--- src/rtl/pipe_skid_latch_pkg.sv ---
// Shared definitions for the elastic stage latches: occupancy encodings and
// the default bubble instruction placed on channel 0 when a stage is empty.
package pipe_skid_latch_pkg;

  // Occupancy doubles as the control state: entries currently held.
  typedef enum logic [1:0] {
    OCC_EMPTY = 2'd0,
    OCC_MAIN  = 2'd1,
    OCC_SKID  = 2'd2
  } occ_e;

  // Default bubble instruction shared by every stage latch.
  localparam logic [31:0] DEFAULT_NOP_IR = 32'h0000_0000;

endpackage

--- src/rtl/pipe_skid_latch_reg_bank.sv ---
// W-bit storage register with load enable and asynchronous clear to INIT.
// Used for both the main (head) and the skid entry of the stage latch.
module pipe_skid_latch_reg_bank #(
  parameter int           W    = 32,
  parameter logic [W-1:0] INIT = {W{1'b0}}
) (
  input  logic         i_clock,
  input  logic         i_reset_n,
  input  logic         i_en,
  input  logic [W-1:0] i_d,
  output logic [W-1:0] o_q
);

  logic [W-1:0] r_q;

  // Hold the entry; load when enabled, clear to INIT on reset.
  always_ff @(posedge i_clock or negedge i_reset_n) begin
    if (!i_reset_n) begin
      r_q <= INIT;
    end else if (i_en) begin
      r_q <= i_d;
    end
  end

  assign o_q = r_q;

endmodule

--- src/rtl/pipe_skid_latch.sv ---
// Elastic pipeline register between processor stages: NCH channels of WIDTH
// bits, valid/ready handshake, one skid entry so in_ready never depends
// combinationally on out_ready, and a synchronous flush that leaves a bubble.
// The main register always holds either the head entry or the bubble, so
// out_data comes straight from a flop.
module pipe_skid_latch
  import pipe_skid_latch_pkg::*;
#(
  parameter int          WIDTH  = 32,
  parameter int          NCH    = 3,
  parameter logic [31:0] NOP_IR = DEFAULT_NOP_IR
) (
  input  logic                 clock,
  input  logic                 reset_n,
  input  logic                 flush,
  input  logic                 in_valid,
  output logic                 in_ready,
  input  logic [NCH*WIDTH-1:0] in_data,
  output logic                 out_valid,
  input  logic                 out_ready,
  output logic [NCH*WIDTH-1:0] out_data,
  output logic [1:0]           occupancy
);

  localparam int               DW      = NCH * WIDTH;
  // Channel 0 bubble: NOP_IR truncated (or zero-extended) to WIDTH bits.
  localparam logic [WIDTH-1:0] NOP_CH0 = WIDTH'(NOP_IR);
  // Full bubble: NOP on channel 0, all other channels zero.
  localparam logic [DW-1:0]    BUBBLE  = DW'(NOP_CH0);

  occ_e          r_state;
  occ_e          w_state_nxt;
  logic          r_in_ready;
  logic          r_out_valid;
  logic          w_acc;
  logic          w_con;
  logic          w_main_en;
  logic          w_skid_en;
  logic [DW-1:0] w_main_d;
  logic [DW-1:0] w_skid_d;
  logic [DW-1:0] w_main_q;
  logic [DW-1:0] w_skid_q;

  assign w_acc = in_valid & r_in_ready;
  assign w_con = r_out_valid & out_ready;

  // Next occupancy and register load selection; flush overrides everything.
  always_comb begin
    w_state_nxt = r_state;
    w_main_en   = 1'b0;
    w_main_d    = BUBBLE;
    w_skid_en   = 1'b0;
    w_skid_d    = BUBBLE;
    if (flush) begin
      w_state_nxt = OCC_EMPTY;
      w_main_en   = 1'b1;
      w_skid_en   = 1'b1;
    end else begin
      case (r_state)
        OCC_EMPTY: begin
          if (w_acc) begin
            w_state_nxt = OCC_MAIN;
            w_main_en   = 1'b1;
            w_main_d    = in_data;
          end else begin
            w_state_nxt = OCC_EMPTY;
          end
        end
        OCC_MAIN: begin
          if (w_acc && w_con) begin
            w_state_nxt = OCC_MAIN;
            w_main_en   = 1'b1;
            w_main_d    = in_data;
          end else if (w_acc) begin
            w_state_nxt = OCC_SKID;
            w_skid_en   = 1'b1;
            w_skid_d    = in_data;
          end else if (w_con) begin
            // Head leaves with nothing behind it: main falls back to bubble.
            w_state_nxt = OCC_EMPTY;
            w_main_en   = 1'b1;
          end else begin
            w_state_nxt = OCC_MAIN;
          end
        end
        OCC_SKID: begin
          if (w_con) begin
            // Skid entry advances to the head; skid returns to bubble.
            w_state_nxt = OCC_MAIN;
            w_main_en   = 1'b1;
            w_main_d    = w_skid_q;
            w_skid_en   = 1'b1;
          end else begin
            w_state_nxt = OCC_SKID;
          end
        end
        default: begin
          w_state_nxt = OCC_EMPTY;
          w_main_en   = 1'b1;
          w_skid_en   = 1'b1;
        end
      endcase
    end
  end

  // Control FSM with registered handshake flags derived from the next state.
  always_ff @(posedge clock or negedge reset_n) begin
    if (!reset_n) begin
      r_state     <= OCC_EMPTY;
      r_in_ready  <= 1'b1;
      r_out_valid <= 1'b0;
    end else begin
      r_state     <= w_state_nxt;
      r_in_ready  <= (w_state_nxt != OCC_SKID);
      r_out_valid <= (w_state_nxt != OCC_EMPTY);
    end
  end

  pipe_skid_latch_reg_bank #(
    .W    (DW),
    .INIT (BUBBLE)
  ) u_main (
    .i_clock   (clock),
    .i_reset_n (reset_n),
    .i_en      (w_main_en),
    .i_d       (w_main_d),
    .o_q       (w_main_q)
  );

  pipe_skid_latch_reg_bank #(
    .W    (DW),
    .INIT (BUBBLE)
  ) u_skid (
    .i_clock   (clock),
    .i_reset_n (reset_n),
    .i_en      (w_skid_en),
    .i_d       (w_skid_d),
    .o_q       (w_skid_q)
  );

  assign in_ready  = r_in_ready;
  assign out_valid = r_out_valid;
  assign out_data  = w_main_q;
  assign occupancy = r_state;

endmodule

--- config.mk ---
export PLATFORM = sky130hd
export DESIGN_NAME = pipe_skid_latch
export DESIGN_NICKNAME = d
export VERILOG_FILES = /design/src/rtl/pipe_skid_latch_pkg.sv /design/src/rtl/pipe_skid_latch_reg_bank.sv /design/src/rtl/pipe_skid_latch.sv
export SDC_FILE = /design/constraint.sdc
export NUM_CORES = 1
export LEC_CHECK = 0
export BUFFER_PORTS_ARGS = -buffer_cell sky130_fd_sc_hd__buf_2
export CAP_MARGIN = 30
export CORE_UTILIZATION = 59
export CTS_CLUSTER_DIAMETER = 40
export DETAILED_ROUTE_END_ITERATION = 8
export PLACE_DENSITY = 0.85
export SETUP_SLACK_MARGIN = 0.5
export SYNTH_ARGS = -nofsm -noshare
export SYNTH_HDL_FRONTEND = slang
export SYNTH_SLANG_ARGS = --single-unit
--- constraint.sdc ---
create_clock -name clock -period 8 [get_ports clock]
set_clock_uncertainty 0.2 [all_clocks]
set_input_delay 1.6 -clock clock [delete_from_list [all_inputs] [get_ports clock]]
set_output_delay 1.6 -clock clock [all_outputs]
set_load 0.02 [all_outputs]
==> impl_results.md <==
* Period minus WS final at 4030 ps
* Hold Buf Count CTS at 0
* Leak at 4.58 nW
* Initial antenna violation count at 3
* Setup repair bufs after CTS at 0
* All-Layer GR Usage at 31.1%
* Synthesized instance count at 827
* Status: finished, violations left
* Vias at 7978
* Final WL at 24.4 mm
* CTS root buffer: clkbuf_16
* Ports at between 200 and 250
* Routability cong. at 0.765
* Nets at about 1.0k
* Critical path class: input port to register
* Cts bufs inserted at 17
* Drt first pass iters at 7
* Worst Path Max Fanout at 106
* DRT iter0 DRCs at around 1.1k
* Sequential fraction of the synthesis area at 53.8%
* Syn Nets at 929
* Avg WL per Cell at 21.3 um
* Synth area leader: dfrtp_1
* Starting Density at around three fifths
* Rows at 45
* Nature of the critical path endpoint: register
* Count of final hold-check violations at 0
* Ys Warns at 0
* Top cells by count, synth: dfrtp_1, nand2_1, nor3_1
* Async SR Flop Fraction at 100%
* Met3 WL at 1.65 mm
* DRC at 4
* CTS clk-pin slew, worst paths at around 70 ps
* Worst EP arrival at between 4000 and 5000 ps
* Clk buf depth at 2
* WP data required at ~8100 ps
* Met2 wire length at 11.6 mm
* Vias per std cell at 6.97
* Worst min-delay path class: register to register
* Post-synth EDFFs at 0
* Fin Setup TNS at 0 ps
* Cell variety after synth at 34
* Max VDD drop at 0.156 mV
* Total grt overflow at 0
* Relative slew slack at 28.6%
* # setup viols final at 0
* Die ar. at 16000 sq um
* Most used flip-flop cell after synthesis: dfrtp_1
* Mapped Area at 9120 sq um
* Die Ht at 126 um
* Max-Cap Viols at 0
* Largest net degree at the start of global routing at 125
* I/O Buffers at 200
* Filler cell count at 1145
* Layout cell share with drive strength beyond 1 at a little over a quarter
* Max-slew violations at 0
* Yosys reg bits at between 150 and 200
* CTS tree: yes
* Antenna Nets Post-Route at 0
* Core Area at 15100 sq um
* Final Cycle Share at ~50%
* Worst setup SP type: input port
* Worst slew pin tran at around 1100 ps
* Failing checks: DRC
* Worst-Skew Late Latency at 440 ps
* PnR Total Power at 2.43 mW
* Vias in the first global route at roughly 7.5k
* Synthesized area per cell at 11.0 sq um
* Met1 wire length at 10.3 mm
* Die W at around 130 um
* Post-cts resize count at 0
* Max frequency at about 0.25 GHz
* Top-area cell type share of the netlist area at 53.5%
* HPWL after DPL at 13.2 mm
* First-pass GRT wire length at 39.1 mm
* Most frequent cell after synthesis: dfrtp_1
* H-tree depth at 4
* Top sig layer: met5
* TritonCTS Sinks at between 150 and 200
* Area growth from synthesis to layout at 17.2%
* Power Dens Cells at approximately 230 nW/um^2
* Largest cells by area after synthesis: dfrtp_1, a32o_1, a311oi_1
* RSZ-0062 raised after global routing: no
[per-stage QoR]
| step | std cells | utilization, % | setup WS (ps) | hold slack, ps | area, sq um |
|---|---|---|---|---|---|
| after global placement | 1105 | 66.0 | 3660 | 272 | 10000 |
| after CTS | 1140 | 70.3 | 4060 | 295 | 10600 |
| final | 1144 | 70.5 | 3970 | 292 | 10700 |
| after global routing | 1143 | 70.5 | 3860 | 299 | 10700 |
| after floorplan | 827 | - | 4210 | 266 | 9120 |
| after detailed placement | 1108 | 66.5 | 3620 | 281 | 10100 |
[final timing paths]
kind	from	endpoint	slack [ps]	cells past startpoint
setup / recovery	in_valid	u_main.o_q[42]	3970	6
hold / removal	u_skid.o_q[18]	u_skid.o_q[18]	290	1
setup reg to reg	occupancy[1]	u_main.o_q[90]	4410	5
hold reg to reg	u_skid.o_q[18]	u_skid.o_q[18]	290	1
max in group asynchronous	reset_n	u_skid.o_q[50]	5040	3
min in group asynchronous	reset_n	u_main.o_q[48]	830	1
[power breakdown]
group / switching, mW / total [mW] / internal (mW)
clock network: 0.377 / 0.829 / 0.453
registers: 0.0446 / 1.10 / 1.06
logic: 0.323 / 0.495 / 0.172
total: 0.744 / 2.43 / 1.68
[registers in the layout, summed over array words and instances (netlist names)]
name	flops
occupancy	2
in_ready	1
out_valid	1
u_main.o_q	96
u_skid.o_q	96
[kinds of logic after synthesis]
kind of cell | after synthesis | synth area share, %
AO/OA/AOI/OAI | 203 | 20.6
AND/OR/NAND/NOR | 304 | 19.8
buffers and inverters | 123 | 5.64
flip-flops | 196 | 53.8
adder cells (fa/ha/maj) | 1 | 0.137
[layout make-up]
type                            count  area, sq um  share of cell area, %
Antenna cell                        3         7.51                 0.0703
Clock buffer                       20          467                   4.37
Clock inverter                     12          106                  0.996
Inverter                            1         3.75                 0.0351
Multi-Input combinational cell    508         3750                   35.1
Sequential cell                   196         4910                   45.9
Tap cell                          188          235                   2.20
Timing Repair Buffer              216         1200                   11.3
[layer usage]
layer | GRT usage (%) | up-vias
li1 | - | 3514
met1 | 42.8 | 4046
met2 | 47.4 | 361
met3 | 6.79 | 55
met4 | 15.0 | 2
met5 | 0 | -
[cell usage in the layout, fill, tap and decap left out, types with 3 or more instances in the layout]
cell type	count
diode_2	3
a32o_1	96
nor3_1	97
clkbuf_8	4
dfrtp_1	194
buf_2	199
a311oi_1	96
clkinv_2	4
clkbuf_16	17
buf_4	12
nand4b_1	96
clkinv_4	3
nand2_1	98
clkinvlp_4	4
buf_16	3
[critical path: stages]
cell      delay (ps)
buf_2            120
and2_4           150
buf_4            800
buf_4            840
nand4b_1         160
a311oi_1         390
(Power assumes the default switching activity.)
